$ cat src/rtl/round_scorer_pkg.sv
// Shared types and constants for the round scorer: FSM states, score ceiling,
// and code width.
package round_scorer_pkg;

    localparam int          CODE_W    = 4;
    localparam logic [6:0]  SCORE_MAX = 7'd99;

    typedef enum logic [2:0] {
        IDLE        = 3'd0,
        CLEAR       = 3'd1,
        WAIT_TARGET = 3'd2,
        WAIT_GUESS  = 3'd3,
        DONE        = 3'd4
    } state_t;

endpackage

$ cat src/rtl/round_scorer_if.sv
// Player/score-counter signal bundle for round_scorer. The master side drives
// the player inputs; the slave side is the scorer.
interface round_scorer_if;
    import round_scorer_pkg::*;

    logic              Start;
    logic [CODE_W-1:0] Target;
    logic              Target_Valid;
    logic [CODE_W-1:0] Guess;
    logic              Guess_Valid;
    logic              Score_Reconfig;
    logic              Score_Enable;
    logic              Increment;
    logic [1:0]        Misses;
    logic              Round_Active;
    logic              Game_Over;

    modport master (
        output Start, Target, Target_Valid, Guess, Guess_Valid,
        input  Score_Reconfig, Score_Enable, Increment, Misses, Round_Active, Game_Over
    );

    modport slave (
        input  Start, Target, Target_Valid, Guess, Guess_Valid,
        output Score_Reconfig, Score_Enable, Increment, Misses, Round_Active, Game_Over
    );

endinterface

$ cat src/rtl/round_timer.sv
// 16-bit round down-counter: load wins over counting, holds at zero, and flags
// expiry while enabled at zero.
module round_timer (
    input  logic        clk,
    input  logic        rst,
    input  logic        i_load,
    input  logic [15:0] i_load_val,
    input  logic        i_en,
    output logic        o_expire
);

    logic [15:0] r_count;

    // NOTE: state registers use non-blocking assignments so every flop samples
    // pre-edge values regardless of the order the blocks are evaluated.
    always_ff @(posedge clk or negedge rst) begin
        if (!rst) begin
            r_count <= '0;
        end else if (i_load) begin
            r_count <= i_load_val;
        end else if (i_en && (r_count != '0)) begin
            r_count <= r_count - 16'd1;
        end
    end

    assign o_expire = i_en && (r_count == '0);

endmodule

$ cat src/rtl/round_scorer.sv
// Game-round controller feeding a two-digit score counter: latches a target,
// times each round, judges guesses, and stops after MAX_MISSES misses.
module round_scorer
    import round_scorer_pkg::*;
#(
    parameter logic [15:0] ROUND_CYCLES = 16'd50000,
    parameter int          MAX_MISSES   = 3
) (
    input  logic           clk,
    input  logic           rst,
    round_scorer_if.slave  bus
);

    localparam logic [1:0] MAX_MISS_L = 2'(MAX_MISSES);

    state_t            r_state;
    state_t            w_next_state;
    logic [1:0]        r_misses;
    logic [1:0]        w_next_misses;
    logic [6:0]        r_hits;
    logic [6:0]        w_next_hits;
    logic [CODE_W-1:0] r_target;
    logic              w_target_accept;
    logic              w_hit;
    logic              w_miss;
    logic              w_inc;
    logic              w_expire;

    logic r_reconfig;
    logic r_enable;
    logic r_increment;
    logic r_active;
    logic r_game_over;

    round_timer u_round_timer (
        .clk        (clk),
        .rst        (rst),
        .i_load     (w_target_accept),
        .i_load_val (ROUND_CYCLES - 16'd1),
        .i_en       (r_state == WAIT_GUESS),
        .o_expire   (w_expire)
    );

    always_ff @(posedge clk or negedge rst) begin
        if (!rst) r_state <= IDLE;
        else      r_state <= w_next_state;
    end

    // NOTE: every signal driven here gets a default first, so no path through
    // the case leaves a value unassigned and no latch is inferred.
    always_comb begin
        w_next_state    = r_state;
        w_next_misses   = r_misses;
        w_next_hits     = r_hits;
        w_target_accept = 1'b0;
        w_hit           = 1'b0;
        w_miss          = 1'b0;
        w_inc           = 1'b0;

        if (bus.Start) begin
            // Restart wins over anything else happening this cycle.
            w_next_state  = CLEAR;
            w_next_misses = '0;
            w_next_hits   = '0;
        end else begin
            case (r_state)
                IDLE:        ;
                CLEAR:       w_next_state = WAIT_TARGET;
                WAIT_TARGET: begin
                    if (bus.Target_Valid) begin
                        w_target_accept = 1'b1;
                        w_next_state    = WAIT_GUESS;
                    end
                end
                WAIT_GUESS: begin
                    // A guess on the last timer cycle is judged; the timeout is dropped.
                    if (bus.Guess_Valid) begin
                        if (bus.Guess == r_target) w_hit  = 1'b1;
                        else                       w_miss = 1'b1;
                    end else if (w_expire) begin
                        w_miss = 1'b1;
                    end

                    if (w_hit) begin
                        w_next_state = WAIT_TARGET;
                        if (r_hits < SCORE_MAX) begin
                            w_next_hits = r_hits + 7'd1;
                            w_inc       = 1'b1;
                        end
                    end

                    if (w_miss) begin
                        w_next_misses = r_misses + 2'd1;
                        w_next_state  = (w_next_misses == MAX_MISS_L) ? DONE : WAIT_TARGET;
                    end
                end
                DONE:        ;
                default:     w_next_state = IDLE;
            endcase
        end
    end

    // Outputs are registered from the next state so they change with the state.
    always_ff @(posedge clk or negedge rst) begin
        if (!rst) begin
            r_misses    <= '0;
            r_hits      <= '0;
            r_target    <= '0;
            r_reconfig  <= 1'b0;
            r_enable    <= 1'b0;
            r_increment <= 1'b0;
            r_active    <= 1'b0;
            r_game_over <= 1'b0;
        end else begin
            r_misses    <= w_next_misses;
            r_hits      <= w_next_hits;
            if (w_target_accept) r_target <= bus.Target;
            r_reconfig  <= (w_next_state == CLEAR);
            r_enable    <= (w_next_state == WAIT_TARGET) || (w_next_state == WAIT_GUESS);
            r_increment <= w_inc;
            r_active    <= (w_next_state == WAIT_GUESS);
            r_game_over <= (w_next_state == DONE);
        end
    end

    assign bus.Score_Reconfig = r_reconfig;
    assign bus.Score_Enable   = r_enable;
    assign bus.Increment      = r_increment;
    assign bus.Misses         = r_misses;
    assign bus.Round_Active   = r_active;
    assign bus.Game_Over      = r_game_over;

endmodule
$ cat src/flat_wrapper.sv
// flat-port wrapper written by rule: the top's interface ports become plain ports
module round_scorer_flat import round_scorer_pkg::*;
#(
    parameter logic [15:0] ROUND_CYCLES = 16'd50000,
    parameter int          MAX_MISSES   = 3
)
  (clk, rst, bus_Start, bus_Target, bus_Target_Valid, bus_Guess, bus_Guess_Valid, bus_Score_Reconfig, bus_Score_Enable, bus_Increment, bus_Misses, bus_Round_Active, bus_Game_Over);
  round_scorer_if bus_i ();
  input  logic clk;
  input  logic rst;
  input wire logic [$bits(bus_i.Start)-1:0] bus_Start;
  input wire logic [$bits(bus_i.Target)-1:0] bus_Target;
  input wire logic [$bits(bus_i.Target_Valid)-1:0] bus_Target_Valid;
  input wire logic [$bits(bus_i.Guess)-1:0] bus_Guess;
  input wire logic [$bits(bus_i.Guess_Valid)-1:0] bus_Guess_Valid;
  output wire logic [$bits(bus_i.Score_Reconfig)-1:0] bus_Score_Reconfig;
  output wire logic [$bits(bus_i.Score_Enable)-1:0] bus_Score_Enable;
  output wire logic [$bits(bus_i.Increment)-1:0] bus_Increment;
  output wire logic [$bits(bus_i.Misses)-1:0] bus_Misses;
  output wire logic [$bits(bus_i.Round_Active)-1:0] bus_Round_Active;
  output wire logic [$bits(bus_i.Game_Over)-1:0] bus_Game_Over;
  assign bus_i.Start = bus_Start;
  assign bus_i.Target = bus_Target;
  assign bus_i.Target_Valid = bus_Target_Valid;
  assign bus_i.Guess = bus_Guess;
  assign bus_i.Guess_Valid = bus_Guess_Valid;
  assign bus_Score_Reconfig = bus_i.Score_Reconfig;
  assign bus_Score_Enable = bus_i.Score_Enable;
  assign bus_Increment = bus_i.Increment;
  assign bus_Misses = bus_i.Misses;
  assign bus_Round_Active = bus_i.Round_Active;
  assign bus_Game_Over = bus_i.Game_Over;
  round_scorer #(.ROUND_CYCLES(ROUND_CYCLES), .MAX_MISSES(MAX_MISSES)) u_core (.clk(clk), .rst(rst), .bus(bus_i));
endmodule
$ cat config.mk
export PLATFORM = sky130hd
export DESIGN_NAME = round_scorer_flat
export DESIGN_NICKNAME = d
export VERILOG_FILES = /design/src/rtl/round_scorer_pkg.sv /design/src/rtl/round_scorer_if.sv /design/src/rtl/round_timer.sv /design/src/rtl/round_scorer.sv /design/src/flat_wrapper.sv
export SDC_FILE = /design/constraint.sdc
export NUM_CORES = 1
export LEC_CHECK = 0
export BUFFER_PORTS_ARGS = -buffer_cell sky130_fd_sc_hd__buf_2
export CORE_MARGIN = 3
export CORE_UTILIZATION = 30
export DETAILED_ROUTE_END_ITERATION = 8
export HOLD_SLACK_MARGIN = 0.1
export PLACE_DENSITY = 0.53
export SLEW_MARGIN = 5
export SYNTH_ARGS = -nofsm -noshare
export SYNTH_HDL_FRONTEND = slang
export SYNTH_SLANG_ARGS = --single-unit
$ cat constraint.sdc
create_clock -name clk -period 2.6 [get_ports clk]
set_input_delay 0.39 -clock clk [delete_from_list [all_inputs] [get_ports clk]]
set_output_delay 0.39 -clock clk [all_outputs]
set_load 0.01 [all_outputs]
### After elaboration in Yosys (flattened, before gate mapping)

Index checks and enable logic that the tools add are counted.

* word-level logic and storage cells: 69
* output and inout bits: 7
* bits in registers: 37
* input bits: 13

* multiplexer cells: 31
* reduce and logical (&&, ||, !) cells: 14
* equality and inequality tests: 10
* $lt $le $gt $ge: 1
* add/sub/neg operators: 3

Operator list (number)
* 2-to-1 mux 16 bit: 2
* 2-to-1 mux 7 bit: 4
* zero test 16 bit: 1
* 2-to-1 mux 1 bit: 16
* nonzero test 16 bit: 1
* subtractor 16 x 1 -> 16 bit, second input constant: 1
* 2-to-1 mux 3 bit: 5
* == test 3 x 2 -> 1 bit, second input constant: 4
* case mux 3 bit (4 select lines): 1
* nonzero test 2 bit: 5
* adder 7 x 1 -> 7 bit, second input constant: 1
* < comparator 7 bit, second input constant: 1
* == test 3 x 1 -> 1 bit, second input constant: 2
* == test 3 bit, second input constant: 2
* 2-to-1 mux 2 bit: 3
* == test 4 bit: 1
* zero test 3 bit: 1
* AND reduction 3 bit: 1
* adder 2 x 1 -> 2 bit, second input constant: 1
* == test 2 bit, second input constant: 1
* logical AND 1 bit: 2
* AND reduction 2 bit: 1
* OR reduction 2 bit: 1
* logical OR 1 bit: 1

### Longest topological paths before layout

Gate-level depths: netlist of the first run.

* depth in word-level cells: 11
* depth in mapped cells: 8
* mapped depth without buffers: 7

### Modules after synthesis

Synthesis of the first run repeated with hierarchy kept, for this count alone.

* cell total of the unflattened synthesis: 220
* area, all modules: 2157.1 µm²

Modules (own cells, without submodules)
* round_scorer: cells an instance 104, instances 1, area each 1107.3 µm², sequential area each 525.5 µm²
* round_timer: cells an instance 116, instances 1, area each 1049.8 µm², sequential area each 400.4 µm²

### Least setup slack after synthesis of the first run

No wires, ideal clock.

* path type: register to register
* from: reg u_core.u_round_timer.r_count[0]
* to: reg u_core.r_misses[0] (netlist: u_core.bus.Misses[0])
* path buffers: 0
* data required time: 2.472 ns
* setup slack: 0.458 ns
* setup time: 0.128 ns
* stages on the path, launching flop included: 8
* arrival time: 2.015 ns
* clock period less this slack: 2.142 ns
* cells stage by stage: dfrtp_1 > inv_1 > ha_1 > or4b_4 > nor4_4 > o22ai_2 > nor2_1 > mux2_1

* longest elaborated chain between the ends: 8

Ends and longest elaborated chain
* from (decl): line round_timer.sv:12 `logic [15:0] r_count;`
* from (signal assigned): line round_timer.sv:20 `r_count <= i_load_val;`
* from (signal assigned): line round_timer.sv:22 `r_count <= r_count - 16'd1;`
* zero test 16 bit: line round_timer.sv:26 `assign o_expire = i_en && (r_count == '0);`
* logical AND 1 bit: line round_timer.sv:26
* 2-to-1 mux 1 bit: line round_scorer.sv:80 `end else if (w_expire) begin`
* 2-to-1 mux 1 bit: line round_scorer.sv:77 `if (bus.Guess_Valid) begin`
* 2-to-1 mux 1 bit: line round_scorer.sv:66 `case (r_state)`
* 2-to-1 mux 1 bit: line round_scorer.sv:60 `if (bus.Start) begin`
* nonzero test 2 bit (no source line)
* AND reduction 2 bit (no source line)
* to (signal assigned): line round_scorer.sv:115 `r_misses <= w_next_misses;`
* to (decl): line round_scorer.sv:18 `logic [1:0] r_misses;`

Every way passes these cells. The select of a mux whose other input is x is not followed.
A chain may end at the register's enable or synchronous reset.

### Worst setup path after layout of the first run

* from: reg u_core.u_round_timer.r_count[0]
* to: reg u_core.u_round_timer.r_count[0]

* longest elaborated chain between the ends: 3
* elaborated cells between the ends (all ways): 6
* those cells by class: add/sub: 1; mux: 2; reduce/logical: 3

Ends and longest elaborated chain
* subtractor 16 x 1 -> 16 bit or nonzero test 16 bit (tied branches): line round_timer.sv:22, round_timer.sv:21
* 2-to-1 mux 16 bit or logical AND 1 bit (tied branches): line round_timer.sv:21 `end else if (i_en && (r_count != '0)) begin`
* 2-to-1 mux 16 bit or nonzero test 2 bit (tied branches)

Parallel ways exist; a longest one is shown, timed or not. The select of a mux whose other input is x is not followed.

==> results.yml, run 1 <==
run_status:
  status: "finished, final reports clean"
synth:
  synth-edff-count: 0
  synth_area_sq_um: 1860
  netlist.area_leader.share_pct: 49.9
  synth_warnings: 0
  synth_cell_type_count: 37
  syn-mean-instance-area_sq_um: 10.1
  yosysTopAreaCell: "dfrtp_1"
  synthFlopType: "dfrtp_1"
  async_flop_share_pct: 100
  synth_cells: 184
  ys_seq_area_share_pct: 49.9
  synth_seq_cells: 37
  ys_top_cells_by_area: "dfrtp_1, xnor2_1, nand2_1"
  mappedNetlistNets: 201
sta:
  finalHoldViolations: 0
  post-route-min-period_ns: 2.18
  tightest_slew_ns: 0.817
  layout_setup_ws_ns: 0.420
  fin_crit_sh_pct: 83.8
  rsz0062_at_grt: "no"
  fin_tns_setup_ns: 0
  finalSetupViolations: 0
  max-slew-margin-rel_pct: 45.5
  fin_worst_skew_ns: 0.00773
  fmax_mhz: 459
  slew_violations: 0
job:
  drv_cap: 0
clocking:
  clock_latency_ns: 0.28
  hold_buffers: 0
  htreeDepth: 2
  cts_setup_buffers: 0
  clockBufferDepth: 2
  cts_root_buf: "clkbuf_8"
  cts-buffers-inserted: 5
  cts_tree: "yes"
  cts_resized: 0
  path_clk_slew_ns: 0.07
  clock-sinks: 37
worst_setup_path:
  path_max_fanout: 12
  reg2reg_to: "u_core.u_round_timer.r_count[0]"
  arrival_ns: 2.31
  critPathCaptureType: "flip-flop"
  r2r-start: "u_core.u_round_timer.r_count[0]"
  worstSetupPathType: "reg2reg"
  slowest_delay_ns: 0.48
  slowest_stage: "or4b_4"
  crit_start: "u_core.u_round_timer.r_count[0]"
  crit_buf_inv: 2
  reg2regPathDepth: 8
  crit_chain: "inv_1 -> ha_1 -> or4b_4 -> nor4_4 -> buf_4 -> nand2b_1 -> xnor2_1 -> nand2_1"
  required_ns: 2.73
  path_delay_family: "simple AND/OR/NAND/NOR gates"
  crit_path_start_kind: "flip-flop"
  reg2reg_slack_ns: 0.42
route:
  wl_met3_um: 87
  met2_length_mm: 1.65
  wl_met1_mm: 1.74
  highest_layer: "met4"
  drc: 0
  routedWlPerCell_um: 12.7
  wl_mm: 3.53
  drt-initial-drc-count: 56
  ant_nets: 0
  via_per_inst: 4.76
  dr.pass1.iters: 4
  vias: 1328
placement:
  port_buffers: 19
  hpwl_mm: 2.58
  pre_cts_ws_ns: 0.400
  gp_congestion: 0.782
  place_area_sq_um: 2020
die:
  fp.dieH_um: 84.6
  start_util_pct: 31.2
  rows: 28
  io_pins: 20
  core_sq_um: 5960
  fp.dieArea_sq_um: 7160
  die_w_um: 84.6
power_and_ir_drop:
  cellPowerDensity_nw_per_um2: 654
  peakVddDrop_mv: 0.280
  leakagePower_nw: 0.887
hold_path:
  min_path_type: "in2async"
cells_and_area:
  nFillCells: 629
  diodes: 0
  syn_to_final_growth_pct: 12.9
  num-nets-final: 222
  drive_above_1_share_pct: 16.7
  fin_area_sq_um: 2100
global_routing:
  grt_pass1_vias: 1386
  grt_antenna_before_repair: 0
  grt_overflow: 0
  grt_max_degree: 38
  grt_pass1_wl_mm: 6.37
  grt_usage_pct: 11.0
## cell families (layout without fill, tap and decap cells)
group	Yosys count	count (layout)	share of synthesized area, %
AOI/OAI and AO/OA	15	15	7.35
and+or+nand+nor	94	94	26.2
xor gates and xnor gates	20	20	9.44
muxes	3	3	1.75
DFF	37	37	49.9
buffers and inverters	11	31	2.63
adders and majority gates	4	4	2.70
## registers in the layout, indices dropped and copies added, names as in the netlist
signal,cells
u_core.bus.Increment,1
u_core.r_state,3
u_core.u_round_timer.r_count,16
u_core.bus.Misses,2
u_core.bus.Game_Over,1
u_core.bus.Score_Enable,1
u_core.r_hits,7
u_core.bus.Round_Active,1
u_core.bus.Score_Reconfig,1
u_core.r_target,4
## per-stage QoR
stage | total power [mW] | cells | util (%) | hold WS, ns
CTS | 1.40 | 279 | 35.2 | 0.234
global placement | 1.02 | 273 | 33.9 | 0.484
detailed placement | 1.03 | 273 | 33.9 | 0.493
floorplan | 0.946 | 184 | - | 0.0944
global route | 1.47 | 279 | 35.2 | 0.279
finish | 1.37 | 279 | 35.2 | 0.203
## cell usage after synthesis (all sizes together) (3+ instances only)
library cell,instances
clkbuf,5
nand3b,3
nand3,6
o21ai,4
dfrtp,37
nor4,10
xnor2,19
ha,4
nand2,26
or3,6
nor2,23
inv,5
nor3,10
o211ai,3
## layout make-up
| type | instances | area (sq um) | area share, % |
|---|---|---|---|
| clock buffers | 5 | 68.8 | 3.28 |
| clock inverters | 1 | 5.00 | 0.239 |
| inverters | 5 | 18.8 | 0.896 |
| multi-input cells | 136 | 881 | 42.0 |
| flip-flops and latches | 37 | 926 | 44.2 |
| well taps | 75 | 93.8 | 4.48 |
| repair buffers | 20 | 103 | 4.90 |
## per-layer routing
| metal | up-vias | global-route usage [%] |
|---|---|---|
| met2 | 15 | 17.5 |
| met1 | 632 | 14.7 |
| met4 | 0 | 4.32 |
| met5 | - | 0 |
| li1 | 677 | - |
| met3 | 4 | 2.36 |
## power breakdown
part	total (mW)	switching (mW)	internal, mW	leakage (nW)
Sequential	0.750	0.0874	0.662	0.460
Clock	0.352	0.176	0.176	0.0399
Combinational	0.269	0.148	0.122	0.387
## worst max-delay path by stage
stage	endpoint	cells after the start	slack (ns)
floorplan	u_core.bus.Misses[0]	7	0.46
global placement	u_core.bus.Misses[0]	7	0.44
detailed placement	u_core.bus.Misses[0]	7	0.40
CTS	u_core.u_round_timer.r_count[0]	8	0.39
global route	u_core.bus.Misses[0]	7	0.24
finish	u_core.u_round_timer.r_count[0]	8	0.42
## layout by cell type (no fill, tap or decap), types with 3 or more instances in the layout
cell       n
or3_1      6
clkbuf_8   5
o211ai_1   3
dfrtp_1   37
nor4_1     9
inv_1      5
nor2_1    23
ha_1       4
nor3_1    10
nand2_1   26
buf_2     19
nand3_1    6
nand3b_1   3
xnor2_1   19
o21ai_0    3
(Power assumes the default switching activity.)
==> run 2: changes to the inputs <==
Clock period 2.6 ns to 2.2 ns, I/O delays scaled along.
==> results.yml, run 2 (synthesis results as in run 1) <==
run_status:
  status: "finished, final reports clean"
die:
  rows: 28
  die_w_um: 84.6
  fp.dieH_um: 84.6
  io_pins: 20
  fp.dieArea_sq_um: 7160
  core_sq_um: 5960
  start_util_pct: 31.2
worst_setup_path:
  reg2regPathDepth: 5
  reg2reg_slack_ns: 0.14
  crit_chain: "or4_1 -> nor4_4 -> o22ai_2 -> nor2_1 -> mux2_1"
  reg2reg_to: "u_core.bus.Misses[0]"
  slowest_delay_ns: 0.62
  slowest_stage: "or4_1"
  crit_path_start_kind: "flip-flop"
  critPathCaptureType: "flip-flop"
  arrival_ns: 2.23
  worstSetupPathType: "reg2reg"
  r2r-start: "u_core.u_round_timer.r_count[5]"
  required_ns: 2.37
  path_max_fanout: 5
placement:
  hpwl_mm: 2.59
  gp_congestion: 0.757
  port_buffers: 19
  dpl.cell_count: 278
cells_and_area:
  syn_to_final_growth_pct: 16.8
  drive_above_1_share_pct: 19.9
  top_regs: "u_core.u_round_timer.r_count x16, u_core.r_hits x7, u_core.r_target x4"
  nFillCells: 616
  mostFrequentLayoutCells: "dfrtp_1, nand2_1, nor2_1, xnor2_1, buf_2"
  diodes: 0
  final_cells: 286
  regMostFlops: "u_core.u_round_timer.r_count"
  largest_reg_flops: 16
  final_common_cell: "dfrtp_1"
  num-nets-final: 227
clocking:
  clockBufferDepth: 2
  htreeDepth: 2
  clock_latency_ns: 0.28
  cts_setup_buffers: 0
  cts_root_buf: "clkbuf_8"
  clock-sinks: 37
  path_clk_slew_ns: 0.07
  cts-buffers-inserted: 5
  cts_tree: "yes"
power_and_ir_drop:
  clkPwrFrac_pct: 29.5
  peakVddDrop_mv: 0.268
  leakagePower_nw: 0.927
  cellPowerDensity_nw_per_um2: 806
  power.net_switching_uw: 514
  switching_share_pct: 29.4
  pwr-share-comb_pct: 20.5
  power_mw: 1.75
  power_frac_seq_pct: 50.0
  internal-power_mw: 1.23
global_routing:
  grt_pass1_vias: 1390
  grt_pass1_wl_mm: 6.48
  grt_usage_pct: 11.2
  grt_max_degree: 38
  grt_overflow: 0
  grt_antenna_before_repair: 0
sta:
  post-route-min-period_ns: 2.06
  max-slew-margin-rel_pct: 45.5
  tightest_slew_ns: 0.818
  slew_violations: 0
  fin_worst_skew_ns: 0.00510
  fmax_mhz: 485
  fin_tns_setup_ns: 0
  rsz0062_at_grt: "no"
  finalSetupViolations: 0
  fin_crit_sh_pct: 93.7
  finalHoldViolations: 0
  fin_hold_ws_ns: 0.141
route:
  routedWlPerCell_um: 12.6
  dr.pass1.iters: 4
  vias: 1345
  ant_nets: 0
  drc: 0
  wl_mm: 3.59
  via_per_inst: 4.70
  drt-initial-drc-count: 47
hold_path:
  min_path_type: "in2async"
job:
  drv_cap: 0
run 2: changes by cell type in the layout (fill, tap and decap cells not counted):
cell and delta:
buf_4 +4, clkbuf_8 +2, buf_6 +1, nor2_1 -1, nor2_2 +1
run 2: cell type report:
class | count | area (sq um) | share of cell area [%]
well taps | 75 | 93.8 | 4.33
repair buffers | 25 | 144 | 6.64
clock inverters | 1 | 5.00 | 0.231
flip-flops and latches | 37 | 926 | 42.7
inverters | 5 | 18.8 | 0.866
clock buffers | 7 | 96.3 | 4.45
multi-input cells | 136 | 883 | 40.8
run 2: repair_timing:
action | CTS | global route
resized for setup | 0 | 2
hold buffers | 0 | 0
endpoints found under the setup margin | 0 | 12
run 2: metal layers:
metal	up-vias	GRT usage, %	routed length, um
li1	687	-	-
met1	636	14.9	1800
met2	17	17.9	1650
met3	5	2.36	88
met4	0	4.32	52
met5	-	0	0
run 2: worst max-delay path by stage:
stage | start | end
5_1_grt | u_core.u_round_timer.r_count[11] | u_core.bus.Misses[0]
3_5_place_dp | u_core.u_round_timer.r_count[1] | u_core.u_round_timer.r_count[0]
6_report | u_core.u_round_timer.r_count[5] | u_core.bus.Misses[0]
2_1_floorplan | u_core.u_round_timer.r_count[0] | u_core.bus.Misses[0]
3_3_place_gp | u_core.u_round_timer.r_count[1] | u_core.u_round_timer.r_count[0]
4_1_cts | u_core.u_round_timer.r_count[1] | u_core.u_round_timer.r_count[0]
run 2: through the flow:
step / util (%) / instance area, sq um / setup WS [ns]
floorplan: - / 1860 / 0.0577
detailed placement: 34.6 / 2060 / 0.0614
finish: 36.4 / 2170 / 0.139
global route: 36.4 / 2170 / 0.0334
CTS: 36.3 / 2160 / 0.0479
global placement: 34.6 / 2060 / 0.0857
run 2: worst max-delay path: cells and delay by family, from the launching register on:
kind	cells	cell delay, ns
flops	1	0.43
simple gates	3	1.06
mux	1	0.32
compound gates	1	0.13
run 2: power groups by stage:
| stage | clock [mW] | combinational, mW | sequential, mW |
|---|---|---|---|
| after global routing | 0.564 | 0.423 | 0.892 |
| after CTS | 0.536 | 0.363 | 0.874 |
| after detailed placement | 0 | 0.361 | 0.884 |
| final | 0.515 | 0.358 | 0.874 |
| after floorplan | 0 | 0.246 | 0.871 |
| after global placement | 0 | 0.356 | 0.886 |
